===== src/rtl/adder_rr_arbiter_if.sv =====
// Request, adder and response channels of the shared-adder arbiter.
// The slave modport is the arbiter's view; the master modport is the clients' and adder's view.
interface adder_rr_arbiter_if #(
  parameter int NUM_REQ = 4,
  parameter int DW      = 10
);
  localparam int IDW = $clog2(NUM_REQ);

  logic [NUM_REQ-1:0]    i_req_valid;
  logic [NUM_REQ-1:0]    o_req_ready;
  logic [NUM_REQ*DW-1:0] i_req_a;
  logic [NUM_REQ*DW-1:0] i_req_b;
  logic [NUM_REQ-1:0]    i_req_cin;
  logic                  o_add_enable;
  logic [DW-1:0]         o_add_a;
  logic [DW-1:0]         o_add_b;
  logic                  o_add_cin;
  logic                  i_add_valid;
  logic [DW:0]           i_add_result;
  logic                  o_rsp_valid;
  logic [IDW-1:0]        o_rsp_id;
  logic [DW:0]           o_rsp_result;
  logic                  i_rsp_ready;
  logic                  o_busy;

  modport slave (
    input  i_req_valid, i_req_a, i_req_b, i_req_cin,
    input  i_add_valid, i_add_result, i_rsp_ready,
    output o_req_ready, o_add_enable, o_add_a, o_add_b, o_add_cin,
    output o_rsp_valid, o_rsp_id, o_rsp_result, o_busy
  );

  modport master (
    output i_req_valid, i_req_a, i_req_b, i_req_cin,
    output i_add_valid, i_add_result, i_rsp_ready,
    input  o_req_ready, o_add_enable, o_add_a, o_add_b, o_add_cin,
    input  o_rsp_valid, o_rsp_id, o_rsp_result, o_busy
  );
endinterface


===== src/rtl/adder_rr_arbiter.sv =====
// Round-robin arbiter sharing one registered adder among NUM_REQ requesters,
// one operation in flight, result returned with the owner's ID on a valid/ready channel.
module adder_rr_arbiter #(
  parameter int NUM_REQ = 4,
  parameter int DW      = 10
) (
  input  logic              i_clk,
  input  logic              i_rstn,
  adder_rr_arbiter_if.slave bus
);
  localparam int IDW = $clog2(NUM_REQ);

  typedef enum logic [1:0] {IDLE, ISSUE, WAIT, RESP} state_t;

  state_t             state_q, state_d;
  logic [IDW-1:0]     ptr_q, ptr_d;
  logic [IDW-1:0]     id_q, id_d;
  logic [DW-1:0]      a_q, a_d;
  logic [DW-1:0]      b_q, b_d;
  logic               cin_q, cin_d;
  logic [DW:0]        res_q, res_d;
  logic               add_en_q, add_en_d;
  logic               rsp_vld_q, rsp_vld_d;
  logic               busy_q, busy_d;
  logic [IDW-1:0]     win;
  logic               found;
  logic [NUM_REQ-1:0] req_ready;

  // First valid requester at or after the pointer, wrapping past NUM_REQ-1.
  always_comb begin
    int             cand;
    logic [IDW-1:0] cidx;
    found = 1'b0;
    win   = '0;
    cand  = 0;
    cidx  = '0;
    for (int i = 0; i < NUM_REQ; i++) begin
      cand = (int'(ptr_q) + i) % NUM_REQ;
      cidx = IDW'(cand);
      if (!found && bus.i_req_valid[cidx]) begin
        found = 1'b1;
        win   = cidx;
      end
    end
  end

  // Ready is masked by reset so it reads zero while the block is held in reset.
  always_comb begin
    req_ready = '0;
    if (i_rstn && (state_q == IDLE) && found) begin
      req_ready[win] = 1'b1;
    end
  end

  always_comb begin
    state_d = state_q;
    ptr_d   = ptr_q;
    id_d    = id_q;
    a_d     = a_q;
    b_d     = b_q;
    cin_d   = cin_q;
    res_d   = res_q;
    case (state_q)
      IDLE: begin
        if (found) begin
          a_d     = bus.i_req_a[int'(win)*DW +: DW];
          b_d     = bus.i_req_b[int'(win)*DW +: DW];
          cin_d   = bus.i_req_cin[win];
          id_d    = win;
          state_d = ISSUE;
        end
      end
      ISSUE: state_d = WAIT;
      WAIT: begin
        if (bus.i_add_valid) begin
          res_d   = bus.i_add_result;
          state_d = RESP;
        end
      end
      RESP: begin
        if (bus.i_rsp_ready) begin
          ptr_d   = (int'(id_q) == NUM_REQ - 1) ? '0 : id_q + 1'b1;
          state_d = IDLE;
        end
      end
      default: state_d = IDLE;
    endcase
    add_en_d  = (state_d == ISSUE);
    rsp_vld_d = (state_d == RESP);
    busy_d    = (state_d != IDLE);
  end

  always_ff @(posedge i_clk or negedge i_rstn) begin
    if (!i_rstn) begin
      state_q   <= IDLE;
      ptr_q     <= '0;
      id_q      <= '0;
      a_q       <= '0;
      b_q       <= '0;
      cin_q     <= 1'b0;
      res_q     <= '0;
      add_en_q  <= 1'b0;
      rsp_vld_q <= 1'b0;
      busy_q    <= 1'b0;
    end else begin
      state_q   <= state_d;
      ptr_q     <= ptr_d;
      id_q      <= id_d;
      a_q       <= a_d;
      b_q       <= b_d;
      cin_q     <= cin_d;
      res_q     <= res_d;
      add_en_q  <= add_en_d;
      rsp_vld_q <= rsp_vld_d;
      busy_q    <= busy_d;
    end
  end

  assign bus.o_req_ready  = req_ready;
  assign bus.o_add_enable = add_en_q;
  assign bus.o_add_a      = a_q;
  assign bus.o_add_b      = b_q;
  assign bus.o_add_cin    = cin_q;
  assign bus.o_rsp_valid  = rsp_vld_q;
  assign bus.o_rsp_id     = id_q;
  assign bus.o_rsp_result = res_q;
  assign bus.o_busy       = busy_q;
endmodule


===== src/flat_wrapper.sv =====
// flat-port wrapper written by rule: the top's interface ports become plain ports
module adder_rr_arbiter_flat 
#(
  parameter int NUM_REQ = 4,
  parameter int DW      = 10
)
  (i_clk, i_rstn, bus_i_req_valid, bus_i_req_a, bus_i_req_b, bus_i_req_cin, bus_i_add_valid, bus_i_add_result, bus_i_rsp_ready, bus_o_req_ready, bus_o_add_enable, bus_o_add_a, bus_o_add_b, bus_o_add_cin, bus_o_rsp_valid, bus_o_rsp_id, bus_o_rsp_result, bus_o_busy);
  adder_rr_arbiter_if #(.NUM_REQ(NUM_REQ), .DW(DW)) bus_i ();
  input  logic i_clk;
  input  logic i_rstn;
  input wire logic [$bits(bus_i.i_req_valid)-1:0] bus_i_req_valid;
  input wire logic [$bits(bus_i.i_req_a)-1:0] bus_i_req_a;
  input wire logic [$bits(bus_i.i_req_b)-1:0] bus_i_req_b;
  input wire logic [$bits(bus_i.i_req_cin)-1:0] bus_i_req_cin;
  input wire logic [$bits(bus_i.i_add_valid)-1:0] bus_i_add_valid;
  input wire logic [$bits(bus_i.i_add_result)-1:0] bus_i_add_result;
  input wire logic [$bits(bus_i.i_rsp_ready)-1:0] bus_i_rsp_ready;
  output wire logic [$bits(bus_i.o_req_ready)-1:0] bus_o_req_ready;
  output wire logic [$bits(bus_i.o_add_enable)-1:0] bus_o_add_enable;
  output wire logic [$bits(bus_i.o_add_a)-1:0] bus_o_add_a;
  output wire logic [$bits(bus_i.o_add_b)-1:0] bus_o_add_b;
  output wire logic [$bits(bus_i.o_add_cin)-1:0] bus_o_add_cin;
  output wire logic [$bits(bus_i.o_rsp_valid)-1:0] bus_o_rsp_valid;
  output wire logic [$bits(bus_i.o_rsp_id)-1:0] bus_o_rsp_id;
  output wire logic [$bits(bus_i.o_rsp_result)-1:0] bus_o_rsp_result;
  output wire logic [$bits(bus_i.o_busy)-1:0] bus_o_busy;
  assign bus_i.i_req_valid = bus_i_req_valid;
  assign bus_i.i_req_a = bus_i_req_a;
  assign bus_i.i_req_b = bus_i_req_b;
  assign bus_i.i_req_cin = bus_i_req_cin;
  assign bus_i.i_add_valid = bus_i_add_valid;
  assign bus_i.i_add_result = bus_i_add_result;
  assign bus_i.i_rsp_ready = bus_i_rsp_ready;
  assign bus_o_req_ready = bus_i.o_req_ready;
  assign bus_o_add_enable = bus_i.o_add_enable;
  assign bus_o_add_a = bus_i.o_add_a;
  assign bus_o_add_b = bus_i.o_add_b;
  assign bus_o_add_cin = bus_i.o_add_cin;
  assign bus_o_rsp_valid = bus_i.o_rsp_valid;
  assign bus_o_rsp_id = bus_i.o_rsp_id;
  assign bus_o_rsp_result = bus_i.o_rsp_result;
  assign bus_o_busy = bus_i.o_busy;
  adder_rr_arbiter #(.NUM_REQ(NUM_REQ), .DW(DW)) u_core (.i_clk(i_clk), .i_rstn(i_rstn), .bus(bus_i));
endmodule

===== config.mk =====
export PLATFORM = sky130hd
export DESIGN_NAME = adder_rr_arbiter_flat
export DESIGN_NICKNAME = d
export VERILOG_FILES = /design/src/rtl/adder_rr_arbiter_if.sv /design/src/rtl/adder_rr_arbiter.sv /design/src/flat_wrapper.sv
export SDC_FILE = /design/constraint.sdc
export NUM_CORES = 1
export LEC_CHECK = 0
export ABC_AREA = 1
export CAP_MARGIN = 20
export CORE_AREA = 2 2 99 101
export CTS_CLUSTER_SIZE = 20
export DETAILED_ROUTE_END_ITERATION = 16
export DIE_AREA = 0 0 101 103
export GPL_TIMING_DRIVEN = 0
export PLACE_DENSITY = 0.73
export SYNTH_ARGS = -nofsm -noshare
export SYNTH_HDL_FRONTEND = slang
export SYNTH_SLANG_ARGS = --single-unit

===== constraint.sdc =====
create_clock -name i_clk -period 2.4 [get_ports i_clk]
set_input_delay 0.48 -clock i_clk [delete_from_list [all_inputs] [get_ports i_clk]]
set_output_delay 0.48 -clock i_clk [all_outputs]
set_load 0.02 [all_outputs]

## After elaboration in Yosys (flattened, before gate mapping)

Cells that the tools add are included.

| storage, ports and cells | value |
|---|---|
| word-level logic and storage cells | 69 |
| flip-flop bits (word level) | 41 |
| output and inout port bits | 41 |
| input bits | 103 |

| operators by class | value |
|---|---|
| $add $sub $neg | 4 |
| $mul | 1 |
| shift-type cells | 2 |
| $lt $le $gt $ge | 6 |
| equality and inequality tests | 6 |
| muxes and demuxes | 26 |
| reductions and logical operators | 14 |

Operator list:

| operator | count |
|---|---|
| $shiftx 40x32->10 | 2 |
| $mux 2 | 8 |
| $lt 2x3->1 const B | 5 |
| $bmux 1 s2 | 5 |
| $mux 1 | 10 |
| $pmux 2 s4 | 1 |
| $eq 2x1->1 const B | 3 |
| $eq 2x2->1 const B | 3 |
| $logic_and 1x1->1 | 6 |
| $reduce_and 2->1 | 3 |
| $mul 2x3->5 const B | 1 |
| $add 2x1->2 const B | 2 |
| $add 2x2->2 const B | 2 |
| $mux 4 | 1 |
| $logic_not 1->1 | 3 |
| $demux 1 s2 | 1 |
| $ge 2x1->1 const B | 1 |
| $logic_not 2->1 | 1 |
| $reduce_bool 2->1 | 1 |

## Depth between registers and ports, before layout

Gate-level depths: netlist (run 1).

| logic depth | value |
|---|---|
| word-level depth | 17 |
| mapped depth | 16 |
| depth with buffers taken out | 15 |

## Least setup slack after synthesis (run 1)

OpenSTA, ideal clock, no wires.

| timing | value |
|---|---|
| kind | reg2out |
| start point | reg u_core.ptr_q[0] |
| end point | out bus_o_req_ready[0] |
| data required time | 1920 ps |
| buffers on the path | 2 |
| arrival | 1890 ps |
| stages on the path, launching flop included | 12 |
| path slack | 30 ps |
| path through | dfrtp_1 -> buf_6 -> nand2_1 -> nand3_2 -> nand2_2 -> nor2_2 -> nor2_2 -> nand2_4 -> nand2_4 -> buf_6 -> inv_1 -> nor3_1 |

| between the ends | value |
|---|---|
| longest elaborated chain between the ends | 17 |
| elaborated cells between the ends (all ways) | 32 |
| those cells by class | 3 x add/sub; 2 x order compare; 19 x mux; 8 x reduce/logical |

Ends and longest elaborated chain:

| element | RTL line | RTL |
|---|---|---|
| start, declared | adder_rr_arbiter.sv:16 | `logic [IDW-1:0] ptr_q, ptr_d;` |
| start signal, assigned | adder_rr_arbiter.sv:107 | `ptr_q <= ptr_d;` |
| parallel branches: the longest is 16 deep, another holds $lt 2x3->1 | - |  |
| $mux 4 (*) | adder_rr_arbiter.sv:50 | `if (i_rstn && (state_q == IDLE) && found) begin` |
| end, declared | flat_wrapper.sv:18 | `output wire logic [$bits(bus_i.o_req_ready)-1:0] bus_o_req_ready;` |

Mark *: on every way between the ends. The select of a mux whose other input is x is not followed.

## Worst setup path in the final report (run 1)

| timing | value |
|---|---|
| start point | reg u_core.ptr_q[1] |
| end point | out bus_o_req_ready[0] |

The elaborated chain is that of the path after synthesis.

==> results of run 1 <==
metal layers:
metal | vias to the layer above | track usage (%) | share of wire, %
met3 | 8 | 4.81 | 6.3
met5 | - | 0 | 0
met2 | 92 | 34.4 | 52
met1 | 1502 | 21.9 | 40
met4 | 0 | 2.81 | 0.97
li1 | 1639 | - | -
timing repair:
item / in CTS / in global routing
resized for setup: 61 / 32
pin swaps: 19 / 24
cloned: 1 / 0
buffers inserted: 14 / 6
hold buffers: 1 / 0
setup endpoints to repair: 4 / 14
endpoints found under the hold margin: 1 / 0
where the power goes:
part / switching [mW] / total (mW) / internal [mW]
combinational: 3.50 / 5.97 / 2.47
sequential: 0.198 / 1.23 / 1.03
clock: 0.232 / 0.535 / 0.303
total: 3.93 / 7.73 / 3.81
worst max-delay path, stage by stage, from the launching register on:
cell and delay, ns:
dfrtp_2 0.45, buf_4 0.16, nand2_4 0.07, nand2_4 0.08, nand2_2 0.07, nand2_2 0.07
nor2_4 0.13, nand3_4 0.12, buf_6 0.14, o21ai_4 0.21, nor3_2 0.08, buf_4 0.17
logic make-up after synthesis:
| group | after synthesis | synth area share (%) |
|---|---|---|
| AO/OA/AOI/OAI | 7 | 1.51 |
| AND/OR/NAND/NOR | 320 | 48.8 |
| multiplexers | 11 | 4.52 |
| buffers and inverters | 36 | 7.26 |
| flip-flops | 41 | 37.4 |
| adder cells (fa/ha/maj) | 1 | 0.456 |
final timing paths:
kind / slack [ns] / end / startpoint
max: -0.11 / bus_o_req_ready[0] / u_core.ptr_q[1]
min: 0.48 / u_core.bus.o_add_b[6] / u_core.bus.o_add_b[6]
max reg2reg: 0.12 / u_core.bus.o_add_b[4] / u_core.ptr_q[1]
min reg2reg: 0.48 / u_core.bus.o_add_b[6] / u_core.bus.o_add_b[6]
max in group asynchronous: 1.45 / u_core.ptr_q[0] / i_rstn
min in group asynchronous: 0.52 / u_core.bus.o_rsp_result[7] / i_rstn
sequential cells by signal, indices dropped and copies added (netlist names):
name	cells
u_core.ptr_q	2
u_core.bus.o_rsp_id	2
u_core.bus.o_add_enable	1
u_core.bus.o_rsp_valid	1
u_core.bus.o_add_a	10
u_core.state_q	2
u_core.bus.o_add_cin	1
u_core.bus.o_busy	1
u_core.bus.o_add_b	10
u_core.bus.o_rsp_result	11
metrics by stage:
step | hold WS [ns] | TNS (ns) | setup slack [ns] | power, mW | instance area [um2]
after CTS | 0.485 | -0.466 | -0.137 | 7.40 | 4640
after detailed placement | 0.281 | -4.14 | -0.980 | 6.33 | 4330
after global routing | 0.506 | -0.963 | -0.209 | 8.45 | 4800
after floorplan | 0.184 | 0 | 0.0304 | 4.60 | 2740
final | 0.483 | -0.391 | -0.111 | 7.73 | 4800
after global placement | 0.464 | -14.11 | -1.60 | 6.22 | 4320
cell usage in the layout, fill, tap and decap left out, types with 7 or more instances in the layout:
cell type and n:
buf_2 11, buf_4 23, buf_6 7, clkdlybuf4s50_1 134, dfrtp_1 39, mux2_2 11
nand2_1 228, nand2_2 18, nand2_4 7, nand3_1 47
cell type report:
class | count | area (um2) | area share [%]
Buffer | 19 | 125 | 2.61
Clock buffer | 5 | 68.8 | 1.43
Clock inverter | 2 | 35.0 | 0.730
Inverter | 14 | 62.6 | 1.30
Multi-Input combinational cell | 339 | 1710 | 35.7
Sequential cell | 41 | 1030 | 21.4
Tap cell | 114 | 143 | 2.97
Timing Repair Buffer | 166 | 1620 | 33.8
==> reports/results.tsv, run 1 <==
stage	metric	value	unit
clock_tree	insertion_delay	0.28	ns
pwr	pwr_density_cell	1610	nW/um2
logic_synthesis	ys_ff_latch	41	
die	design.core.area	9460	um2
critical_path	end_kind	output port	
clock_tree	path_clk_slew	0.08	ns
critical_path	cp-start-kind	flop	
timing	setup_viol	4	
die	die_area	10400	um2
place	place_congestion	0.831	
finish	fin_nets	690	
drt	drt_iter0_drc	99	
critical_path	required	1.92	ns
logic_synthesis	synth_ff_type	dfrtp_1	
drt	vias	3241	
global_routing	antenna_found_initial	0	
global_routing	grt_usage	18.5	%
finish	synthToLayoutAreaGrowth	75.1	%
finish	num_antenna_cells	0	
logic_synthesis	synth_top_area_share	37.4	%
drt	wire_per_inst	14.3	um
place	portBuffers	143	
timing	tightestPinTransition	0.509	ns
timing	period_minus_slack	2.51	ns
global_routing	grt_pass1_wl	15200	um
pwr	leakage	2.39	nW
timing	timing.final.crit_share	105	%
logic_synthesis	synthTopCellsByArea	dfrtp_1, nand2_1, nand3_1	
critical_path	cp_max_fo	4	
critical_path	cp.arrival	2.03	ns
die	start_util	29.0	%
timing	worst_slack	-0.111	ns
timing	hold_violations	0	
logic_synthesis	ys_types	26	
logic_synthesis	ys_seq_area_share	37.4	%
timing	fin_worst_skew	0.00585	ns
drt	ant_nets	0	
drt	drt-pass1-iter-count	4	
logic_synthesis	async_reset_ff_share	100	%
place	hpwlAfterDp	7260	um
logic_synthesis	yosysMostFrequentCell	nand2_1	
clock_tree	cts_inserted_buffers	5	
clock_tree	cts-root-buf	clkbuf_8	
finish	final_layout_size_suffix_gt1_share	19.6	%
logic_synthesis	synth_top_area_cell	dfrtp_1	
logic_synthesis	netlist_instances	416	
critical_path	r2r_cells	15	
logic_synthesis	ys_top_cells_by_count	nand2_1, nand3_1, dfrtp_1	
timing	rsz0062_at_grt	yes	
drt	drc	0	
global_routing	grt-ovfl-total	0	
timing	relSlewSlack	66.1	%
die	ios	144	
global_routing	grt_pass1_vias	3161	
pwr	ir_worst_vdd	0.688	mV
die	num_rows	36	
finish	stdcell_count	700	
outcome	status	finished with violations	
global_routing	grt_max_degree	42	
finish	fillers	910	
die	chipHeight	103	um
drt	vias_per_cell	4.63	
logic_synthesis	yosys_warnings	0	
timing	slew_viol_final	0	
logic_synthesis	avgSynthCellArea	6.59	um2
critical_path	worstSetupPathType	flop to output port	
worst_hold_path	hp-class	flop to flop	
timing	fmax	398	MHz
logic_synthesis	syn-cell-area	2740	um2
clock_tree	clockBufferDepth	2	
clock_tree	h-tree-depth	2	
run	maxCapViolations	0	
outcome	violations	negative setup slack	
die	die_w	101	um
clock_tree	clock_sink_count	41	
place	placedCellCount	674	
logic_synthesis	synth_edf_count	0	
drt	wl	9990	um
finish	post-route-util	50.7	%
clock_tree	tritoncts	done	
logic_synthesis	mappedNetlistNets	520	
worst_hold_path	worstHoldPathCells	2	
Power figures use the tool's default switching activity.
==> run 2: changes to the inputs <==
Settings changed: CORE_AREA 2 2 99 101 to 10 10 107 109, CTS_CLUSTER_DIAMETER set to 30, DIE_AREA 0 0 101 103 to 0 0 117 119.
==> run 2 against run 1 <==
Compared with the run above:
- the flow still finishes with violations (negative setup slack)
- flip-flop and latch count did not move
- first-iteration DRC count grew 110%
- utilization grew 0.28 points
- die area increased by 34%
- critical path type unchanged
- critical endpoint unchanged
- highest routed layer unchanged
==> reports/results.tsv, run 2 (synthesis gave the netlist of run 1 again) <==
stage	metric	value	unit	change
die	start_util	29.0	%	unchanged
clock_tree	clock_sink_count	41		unchanged
finish	post-route-util	51.0	%	was 50.7%
drt	wl	11300	um	was 9990 um
drt	drc	0		unchanged
clock_tree	clockBufferDepth	2		unchanged
finish	fin_nets	691		was 690
critical_path	crit_start	u_core.ptr_q[0]		was u_core.ptr_q[1]
drt	vias	3295		was 3241
timing	tightestPinTransition	0.540	ns	was 0.509 ns
finish	fillers	935		was 910
global_routing	grt_pass1_wl	17700	um	was 15200 um
critical_path	cp-endpoint	bus_o_req_ready[0]		unchanged
timing	setup_viol	4		unchanged
pwr	pwr_density_cell	1630	nW/um2	was 1610 nW/um2
global_routing	grt_usage	15.9	%	was 18.5%
timing	period_minus_slack	2.54	ns	was 2.51 ns
place	hpwlAfterDp	8330	um	was 7260 um
finish	num_antenna_cells	0		unchanged
timing	timing.final.crit_share	106	%	was 105%
pwr	leakage	2.40	nW	was 2.39 nW
clock_tree	insertion_delay	0.30	ns	was 0.28 ns
global_routing	antenna_found_initial	0		unchanged
finish	synthToLayoutAreaGrowth	76.0	%	was 75.1%
timing	slew_viol_final	0		unchanged
timing	fin_worst_skew	0.00925	ns	was 0.00585 ns
drt	ant_nets	0		unchanged
timing	relSlewSlack	64.0	%	was 66.1%
finish	final_common_cell	nand2_1		unchanged
clock_tree	tritoncts	done		unchanged
critical_path	cp_max_fo	4		unchanged
die	chipHeight	119	um	was 103 um
global_routing	grt_pass1_vias	3488		was 3161
die	die_area	13900	um2	was 10400 um2
critical_path	crit_buf_inv	4		was 3
die	num_rows	36		unchanged
pwr	ir_worst_vdd	0.702	mV	was 0.688 mV
clock_tree	path_clk_slew	0.08	ns	about the same
critical_path	rr_endpoint	u_core.bus.o_add_b[6]		was u_core.bus.o_add_b[4]
clock_tree	cts_hold_buf	0		was 1
clock_tree	cts-root-buf	clkbuf_8		unchanged
outcome	status	finished with violations		unchanged
die	design.core.area	9460	um2	unchanged
critical_path	critPathTopFamily	simple AND/OR/NAND/NOR gates		unchanged
die	ios	144		unchanged
critical_path	r2r_cells	15		unchanged
place	placedCellCount	674		unchanged
pwr	finalPower	7.85	mW	was 7.73 mW
timing	fmax	393	MHz	was 398 MHz
timing	rsz0062_at_grt	yes		unchanged
critical_path	crit_chain	buf_4 > nand2_2 > nand3_4 > nand2_4 > nor2_4 > nand3_4 > buf_12 > nand2_8 > nand2_8 > inv_1 > nor3_2 > buf_4		was buf_4 > nand2_4 > nand2_4 > nand2_2 > nand2_2 > nor2_4 > nand3_4 > buf_6 > o21ai_4 > nor3_2 > buf_4
worst_hold_path	hp-class	primary input to async pin		was flop to flop
critical_path	worstSetupPathType	flop to output port		unchanged
clock_tree	h-tree-depth	2		unchanged
drt	wire_per_inst	16.1	um	was 14.3 um
critical_path	cp.arrival	2.06	ns	was 2.03 ns
critical_path	critPathSlowestCell	dfrtp_2		unchanged
place	dp_slack	-0.960	ns	was -0.980 ns
critical_path	slowest_delay	0.46	ns	was 0.45 ns
timing	worst_slack	-0.144	ns	was -0.111 ns
global_routing	grt-ovfl-total	0		unchanged
run	maxCapViolations	0		unchanged
outcome	violations	negative setup slack		unchanged
critical_path	regToRegSetupSlack	0.16	ns	was 0.12 ns
critical_path	cp-start-kind	flop		unchanged
clock_tree	cts_inserted_buffers	5		unchanged
critical_path	cp.depth	12		was 11
finish	mostFrequentLayoutCells	nand2_1, clkdlybuf4s50_1, nand3_1		unchanged
global_routing	grt_max_degree	26		was 42
place	portBuffers	143		unchanged
drt	drt_iter0_drc	208		was 99
finish	final_layout_size_suffix_gt1_share	19.9	%	was 19.6%
critical_path	r2r_start	u_core.ptr_q[0]		was u_core.ptr_q[1]
critical_path	end_kind	output port		unchanged
timing	hold_violations	0		unchanged
drt	vias_per_cell	4.69		was 4.63
place	place_congestion	0.850		was 0.831
drt	drt-pass1-iter-count	4		unchanged
die	die_w	117	um	was 101 um
finish	largest_reg_flops	11		unchanged
finish	stdcell_count	702		was 700
critical_path	required	1.92	ns	about the same
run 2: cell type report:
class	count	area [um2]	share of cell area, %
multi-input combinational	339	1710	35.5
timing repair buffer	166	1620	33.6
sequential	41	1030	21.3
buffer	20	148	3.06
tap	114	143	2.96
clock buffer	5	68.8	1.43
inverter	14	60.1	1.24
clock inverter	3	46.3	0.959
run 2: where the power goes:
part | total (mW) | internal, mW | switching [mW] | leakage, nW
sequential | 1.23 | 1.03 | 0.202 | 0.500
clock | 0.574 | 0.312 | 0.262 | 0.0543
combinational | 6.05 | 2.50 | 3.54 | 1.85
run 2: layer usage:
layer  track usage [%]  share of wire (%)
met3              7.28                 11
met5                 0                  0
met4              2.86               0.49
met1              17.6                 39
met2              27.4                 50
run 2: worst min path at each step:
stage / slack, ns / startpoint / cells after the start / endpoint
finish: 0.11 / i_rstn / 1 / u_core.bus.o_rsp_result[4]
global route: 0.12 / i_rstn / 1 / u_core.bus.o_rsp_result[7]
CTS: 0.11 / i_rstn / 1 / u_core.bus.o_rsp_result[4]
detailed placement: 0.44 / i_rstn / 1 / u_core.bus.o_rsp_result[3]
global placement: 0.46 / u_core.bus.o_add_b[2] / 2 / u_core.bus.o_add_b[2]
floorplan: 0.18 / i_rstn / 0 / u_core.bus.o_add_a[0]
run 2: worst reg2reg max path: stages (launching register included):
cell     delay [ns]
dfrtp_2        0.46
buf_6          0.15
nand2_4        0.06
nand2_4        0.07
nand2_2        0.08
nand2_2        0.07
nor2_4         0.13
nand3_4        0.13
buf_6          0.15
o21ai_4        0.25
buf_6          0.20
buf_4          0.20
nand2_1        0.07
nand2_1        0.07
nand2_1        0.05
nand2_1        0.06
run 2: timing repair:
item                       CTS  global route
pin swaps                   19            11
cloned                       1             0
gates resized for setup     70            28
setup endpoints to repair    4            16
setup buffers               17             4
run 2: stage by stage:
step	hold WS, ns	instance area (um2)	TNS (ns)
floorplan	0.184	2740	0
global placement	0.462	4320	-19.56
detailed placement	0.436	4330	-4.32
CTS	0.107	4720	-0.457
global route	0.118	4830	-1.02
finish	0.107	4830	-0.523
